File: config.mk
export PLATFORM = sky130hd
export DESIGN_NAME = axis_rr_arbiter
export DESIGN_NICKNAME = d
export VERILOG_FILES = /design/src/rtl/axis_pkg.sv /design/src/rtl/axis_out_reg.sv /design/src/rtl/axis_rr_arbiter.sv
export SDC_FILE = /design/constraint.sdc
export NUM_CORES = 1
export LEC_CHECK = 0
export BUFFER_PORTS_ARGS = -buffer_cell sky130_fd_sc_hd__buf_2
export CORE_MARGIN = 2
export CORE_UTILIZATION = 30
export DETAILED_ROUTE_END_ITERATION = 10
export PLACE_DENSITY_LB_ADDON = 0.12
export SETUP_SLACK_MARGIN = 0.1
export SYNTH_ARGS = -nofsm -noshare
export SYNTH_HDL_FRONTEND = slang
export SYNTH_SLANG_ARGS = --single-unit
File: constraint.sdc
create_clock -name axis_aclk -period 1.9 [get_ports axis_aclk]
set_input_delay 0.285 -clock axis_aclk [delete_from_list [all_inputs] [get_ports axis_aclk]]
set_output_delay 0.285 -clock axis_aclk [all_outputs]
set_load 0.03 [all_outputs]
File: src/rtl/axis_pkg.sv
// Shared stream package: arbiter FSM states and default stream widths used by
// axis_rr_arbiter and axis_out_reg.
package axis_pkg;

   localparam int DATA_SIZE_DEF = 32;
   localparam int STRB_W        = DATA_SIZE_DEF / 8;
   localparam int CNT_WIDTH_DEF = 16;

   typedef enum logic [1:0] {
      IDLE   = 2'd0,
      GRANT0 = 2'd1,
      GRANT1 = 2'd2
   } arb_state_e;

endpackage

File: src/rtl/axis_out_reg.sv
// One-deep registered AXI-Stream output stage; loads whenever the register is
// empty or being drained, and holds every output while the sink stalls.
module axis_out_reg
   import axis_pkg::*;
#(
   parameter int DATA_SIZE = DATA_SIZE_DEF
) (
   input  logic                   clk,
   input  logic                   rst,
   input  logic                   in_valid,
   input  logic [DATA_SIZE-1:0]   in_data,
   input  logic [DATA_SIZE/8-1:0] in_strb,
   input  logic                   in_last,
   input  logic                   out_ready,
   output logic                   out_free,
   output logic [DATA_SIZE-1:0]   out_data,
   output logic [DATA_SIZE/8-1:0] out_strb,
   output logic                   out_valid,
   output logic                   out_last
);

   logic [DATA_SIZE-1:0]   tdata_q, tdata_d;
   logic [DATA_SIZE/8-1:0] tstrb_q, tstrb_d;
   logic                   tvalid_q, tvalid_d;
   logic                   tlast_q, tlast_d;

   // in_valid must only be raised while out_free is high; the caller gates it.
   assign out_free = ~tvalid_q | out_ready;

   always_comb begin
      tdata_d  = tdata_q;
      tstrb_d  = tstrb_q;
      tvalid_d = tvalid_q;
      tlast_d  = tlast_q;
      if (out_free) begin
         tvalid_d = in_valid;
         if (in_valid) begin
            tdata_d = in_data;
            tstrb_d = in_strb;
            tlast_d = in_last;
         end
      end
   end

   always_ff @(posedge clk) begin
      if (rst) begin
         tdata_q  <= '0;
         tstrb_q  <= '0;
         tvalid_q <= 1'b0;
         tlast_q  <= 1'b0;
      end else begin
         tdata_q  <= tdata_d;
         tstrb_q  <= tstrb_d;
         tvalid_q <= tvalid_d;
         tlast_q  <= tlast_d;
      end
   end

   assign out_data  = tdata_q;
   assign out_strb  = tstrb_q;
   assign out_valid = tvalid_q;
   assign out_last  = tlast_q;

endmodule

File: src/rtl/axis_rr_arbiter.sv
// Packet-locked round-robin arbiter sharing m00 between s00 and s01.
// Optional per-source packet counters are enabled with AXIS_ARB_STATS_EN.
module axis_rr_arbiter
   import axis_pkg::*;
#(
   parameter int DATA_SIZE = DATA_SIZE_DEF,
   parameter int CNT_WIDTH = CNT_WIDTH_DEF
) (
   input  logic                   axis_aclk,
   input  logic                   axis_areset,
   input  logic                   arb_enable,
   input  logic [DATA_SIZE-1:0]   s00_axis_tdata,
   input  logic [DATA_SIZE/8-1:0] s00_axis_tstrb,
   input  logic                   s00_axis_tvalid,
   input  logic                   s00_axis_tlast,
   output logic                   s00_axis_tready,
   input  logic [DATA_SIZE-1:0]   s01_axis_tdata,
   input  logic [DATA_SIZE/8-1:0] s01_axis_tstrb,
   input  logic                   s01_axis_tvalid,
   input  logic                   s01_axis_tlast,
   output logic                   s01_axis_tready,
   output logic [DATA_SIZE-1:0]   m00_axis_tdata,
   output logic [DATA_SIZE/8-1:0] m00_axis_tstrb,
   output logic                   m00_axis_tvalid,
   output logic                   m00_axis_tlast,
   input  logic                   m00_axis_tready,
   output logic [1:0]             arb_grant
`ifdef AXIS_ARB_STATS_EN
   ,
   output logic [CNT_WIDTH-1:0]   pkt_cnt0,
   output logic [CNT_WIDTH-1:0]   pkt_cnt1
`endif
);

   arb_state_e             state_q, state_d;
   logic                   last_grant_q, last_grant_d;
   logic                   out_free;
   logic                   beat0, beat1, eop0, eop1;
   logic [DATA_SIZE-1:0]   sel_data;
   logic [DATA_SIZE/8-1:0] sel_strb;
   logic                   sel_last;

   // Handshake: a beat moves on an edge where tvalid && tready; tready depends
   // combinationally on m00_axis_tready so the output register streams at full rate.
   assign s00_axis_tready = (state_q == GRANT0) && out_free;
   assign s01_axis_tready = (state_q == GRANT1) && out_free;
   assign beat0 = s00_axis_tvalid && s00_axis_tready;
   assign beat1 = s01_axis_tvalid && s01_axis_tready;
   assign eop0  = beat0 && s00_axis_tlast;
   assign eop1  = beat1 && s01_axis_tlast;
   assign arb_grant = {state_q == GRANT1, state_q == GRANT0};

   always_comb begin
      sel_data = s00_axis_tdata;
      sel_strb = s00_axis_tstrb;
      sel_last = s00_axis_tlast;
      if (state_q == GRANT1) begin
         sel_data = s01_axis_tdata;
         sel_strb = s01_axis_tstrb;
         sel_last = s01_axis_tlast;
      end
   end

   // last_grant_q names the source served most recently; the other wins a tie.
   always_comb begin
      state_d      = state_q;
      last_grant_d = last_grant_q;
      case (state_q)
         IDLE: begin
            if (arb_enable) begin
               if (s00_axis_tvalid && s01_axis_tvalid) begin
                  state_d = last_grant_q ? GRANT0 : GRANT1;
               end else if (s00_axis_tvalid) begin
                  state_d = GRANT0;
               end else if (s01_axis_tvalid) begin
                  state_d = GRANT1;
               end
            end
         end
         GRANT0: begin
            if (eop0) begin
               state_d      = IDLE;
               last_grant_d = 1'b0;
            end
         end
         GRANT1: begin
            if (eop1) begin
               state_d      = IDLE;
               last_grant_d = 1'b1;
            end
         end
         default: state_d = IDLE;
      endcase
   end

   always_ff @(posedge axis_aclk) begin
      if (axis_areset) begin
         state_q      <= IDLE;
         last_grant_q <= 1'b1;
      end else begin
         state_q      <= state_d;
         last_grant_q <= last_grant_d;
      end
   end

   axis_out_reg #(
      .DATA_SIZE (DATA_SIZE)
   ) u_out_reg (
      .clk       (axis_aclk),
      .rst       (axis_areset),
      .in_valid  (beat0 | beat1),
      .in_data   (sel_data),
      .in_strb   (sel_strb),
      .in_last   (sel_last),
      .out_ready (m00_axis_tready),
      .out_free  (out_free),
      .out_data  (m00_axis_tdata),
      .out_strb  (m00_axis_tstrb),
      .out_valid (m00_axis_tvalid),
      .out_last  (m00_axis_tlast)
   );

`ifdef AXIS_ARB_STATS_EN
   logic [CNT_WIDTH-1:0] pkt_cnt0_q, pkt_cnt0_d;
   logic [CNT_WIDTH-1:0] pkt_cnt1_q, pkt_cnt1_d;

   always_comb begin
      pkt_cnt0_d = pkt_cnt0_q;
      pkt_cnt1_d = pkt_cnt1_q;
      if (eop0) pkt_cnt0_d = pkt_cnt0_q + CNT_WIDTH'(1);
      if (eop1) pkt_cnt1_d = pkt_cnt1_q + CNT_WIDTH'(1);
   end

   always_ff @(posedge axis_aclk) begin
      if (axis_areset) begin
         pkt_cnt0_q <= '0;
         pkt_cnt1_q <= '0;
      end else begin
         pkt_cnt0_q <= pkt_cnt0_d;
         pkt_cnt1_q <= pkt_cnt1_d;
      end
   end

   assign pkt_cnt0 = pkt_cnt0_q;
   assign pkt_cnt1 = pkt_cnt1_q;
`else
   // Counters are compiled out; this keeps CNT_WIDTH referenced.
   logic [CNT_WIDTH-1:0] unused_cnt_width;
   assign unused_cnt_width = '0;
`endif

endmodule

==> results.rst <==
.. list-table::
   :header-rows: 1

   * - Metric
     - Value
   * - Status
     - completed
   * - Synth-to-Final Area Change
     - 36.3%
   * - Maximum vdd drop
     - 265 uV
   * - DP HPWL
     - 3.66 mm
   * - Final total power
     - 2.09 mW
   * - Count of filler cells inserted in the layout
     - 699
   * - Fin crit share
     - 86.1%
   * - Clk Tree Root Cell
     - sky130_fd_sc_hd__clkbuf_8
   * - Share of synthesized area occupied by flip-flops and latches
     - 40.2%
   * - All-layer global routing usage
     - 12.9%
   * - Transition time of the tightest slew-check pin
     - 0.604 ns
   * - Die height
     - 86.5 um
   * - Highest-count cells in the layout ignoring fill and taps
     - 121 x sky130_fd_sc_hd__buf_2, 41 x sky130_fd_sc_hd__dfxtp_1, 38 x sky130_fd_sc_hd__nor2_1
   * - Areal power density over the cells
     - 751 nW/um2
   * - Type of origin of the critical path
     - flop
   * - Setup_tns
     - 0 ns
   * - Initial Utilization
     - 30.6%
   * - Vias in the first global route
     - 1,700
   * - Max-slew violation total from the final report
     - 0
   * - Cell area after synthesis
     - 2040 um2
   * - Share of final-layout standard cells stronger than drive strength 1
     - 52.6%
   * - Required time at the worst-slack endpoint
     - 1.62 ns
   * - Global route overflow
     - 0
   * - Gate count after technology mapping
     - 194
   * - Buffer depth of the longest clock path
     - 2
   * - Count of antenna-violating nets left after detailed routing
     - 0
   * - Number of detailed-route iterations in the first pass
     - 4
   * - CTS Buf Count
     - 5
   * - Synth area leader
     - sky130_fd_sc_hd__dfxtp_1
   * - Number of buffers inserted by post-CTS setup repair
     - 0
   * - Number of antenna violations at the first check in global routing
     - 0
   * - CTS-repair resized insts
     - 0
   * - Final Net Count
     - 389
   * - H-tree lvl count
     - 2
   * - 1st-iter DRT viols
     - 36
   * - Cts hold-fix bufs
     - 0
   * - Setup repair after global routing missed its margin
     - false
   * - Drt total wl
     - 4.87 mm
   * - CTS clk-pin slew, worst paths
     - 0.07 ns
   * - Wire length of the first global-routing pass
     - 7.67 mm
   * - Antenna Diode Count
     - 0
   * - Synthesized area per cell
     - 10.5 um2
   * - I/O Buffers
     - 121
   * - Synthesis-stage register bit count
     - 41
   * - Drt wl/cell
     - 12.5 um
   * - Ys Warns
     - 0
   * - Number of different library cells in the post-synthesis netlist
     - 24
   * - Clock insertion delay at the later pin of the skew report
     - 0.28 ns
   * - Synthesized Nets
     - 274
   * - Via count
     - 1,808
   * - Final-report setup violation count
     - 0
   * - Total Die Area
     - 7490 um2
   * - Core outline area
     - 6680 um2
   * - Count of standard-cell rows
     - 30
   * - Horizontal die dimension
     - 86.5 um
   * - Kind of capture point of the worst setup path
     - output pin
   * - Path class of the lowest-slack min-delay path
     - input port to flop
   * - Synth top area share
     - 40.2%
   * - Fin Clk Skew
     - 0.00528 ns
   * - Largest net degree at the start of global routing
     - 39
   * - Area contributors post-synth
     - sky130_fd_sc_hd__dfxtp_1 40%, sky130_fd_sc_hd__a211oi_2 18%, sky130_fd_sc_hd__mux2i_1 18%
   * - Min Tclk post-route
     - 1.64 ns
   * - Max-cap violations
     - 0
   * - Max_slew headroom
     - 59.7%
   * - Arrival time of data at the critical path endpoint
     - 1.35 ns
   * - Number of hold violations in the final report
     - 0
   * - Sinks on Clock Net
     - 41
   * - Highest fanout seen on the critical path
     - 7
   * - Fmax
     - 0.611 GHz
   * - CTS tree
     - yes
   * - Top-level I/O count
     - 122
   * - Register-to-register path setup slack
     - 0.41 ns
   * - Per-cell via count in the routed design
     - 4.64
   * - WS Path Type
     - flop to output pin
   * - Most frequent standard cell in the layout excluding fill and tap cells
     - sky130_fd_sc_hd__buf_2
   * - Minimum hold slack
     - 0.278 ns
   * - Final GP Congestion
     - 0.750
   * - Remaining design rule violation count
     - 0
   * - Leakage power
     - 1.17 nW
stage by stage:
step | cell area [um2] | setup slack, ns | cells | utilization, %
after global routing | 2780 | 0.198 | 390 | 41.7
after floorplan | 2040 | 0.367 | 194 | -
after global placement | 2700 | 0.479 | 382 | 40.5
after detailed placement | 2700 | 0.402 | 382 | 40.5
after CTS | 2780 | 0.253 | 390 | 41.7
final | 2780 | 0.264 | 390 | 41.7
power by group:
group	switching [mW]	total, mW	internal (mW)
Sequential	0.0339	0.960	0.927
Combinational	0.360	0.595	0.236
Clock	0.274	0.535	0.261
Total	0.667	2.09	1.42
routing by layer:
metal | routed length (um) | track usage (%) | vias up | part of all wire, %
met5 | 0 | 0 | - | 0
met3 | 346 | 3.62 | 5 | 7.1
met1 | 2150 | 16.1 | 811 | 44
li1 | - | - | 929 | -
met4 | 49 | 4.69 | 0 | 1.0
met2 | 2320 | 21.3 | 63 | 48
layout make-up:
cell class,count,area [um2],area share (%)
Multi-Input combinational cell,134,1090,39.0
Tap cell,80,100,3.60
Clock buffer,8,80.1,2.88
Inverter,1,3.75,0.135
Sequential cell,41,821,29.5
Timing Repair Buffer,126,693,24.9
critical path: stages (launching register included):
cell and delay (ns):
sky130_fd_sc_hd__dfxtp_1 0.43, sky130_fd_sc_hd__nor2b_4 0.24, sky130_fd_sc_hd__and2_1 0.19, sky130_fd_sc_hd__buf_2 0.21
Yosys cell counts, drive strengths merged:
master and instances:
a2111oi 1, a211oi 37, a21oi 2, a31oi 3
and2 1, buf 14, clkbuf 4, dfxtp 41
inv 1, mux2i 37, nand2 4, nand2b 2
nand3b 2, nand4 1, nor2 38, nor2b 3
nor3 1, o21ai 2
path summary, 6_finish.rpt:
path / to / cells after the start / startpoint
max: s01_axis_tready / 3 / state_q[1]
min reg2reg: last_grant_q / 2 / last_grant_q
min: last_grant_q / 3 / s01_axis_tlast
max reg2reg: u_out_reg.out_data[9] / 5 / state_q[0]
cells by family (layout without fill, tap and decap cells):
logic type / after synthesis / in the layout / synth area share [%]
AND/OR/NAND/NOR: 52 / 52 / 10.8
multiplexers: 37 / 37 / 18.1
buffers and inverters: 19 / 135 / 7.59
flip-flops: 41 / 41 / 40.2
AO/OA/AOI/OAI: 45 / 45 / 23.3
state kept, by name, indices dropped and copies added, names as in the netlist:
signal,flops
u_out_reg.out_data,32
u_out_reg.out_strb,4
state_q,2
last_grant_q,1
u_out_reg.out_last,1
u_out_reg.out_valid,1
Power figures use the tool's default switching activity.
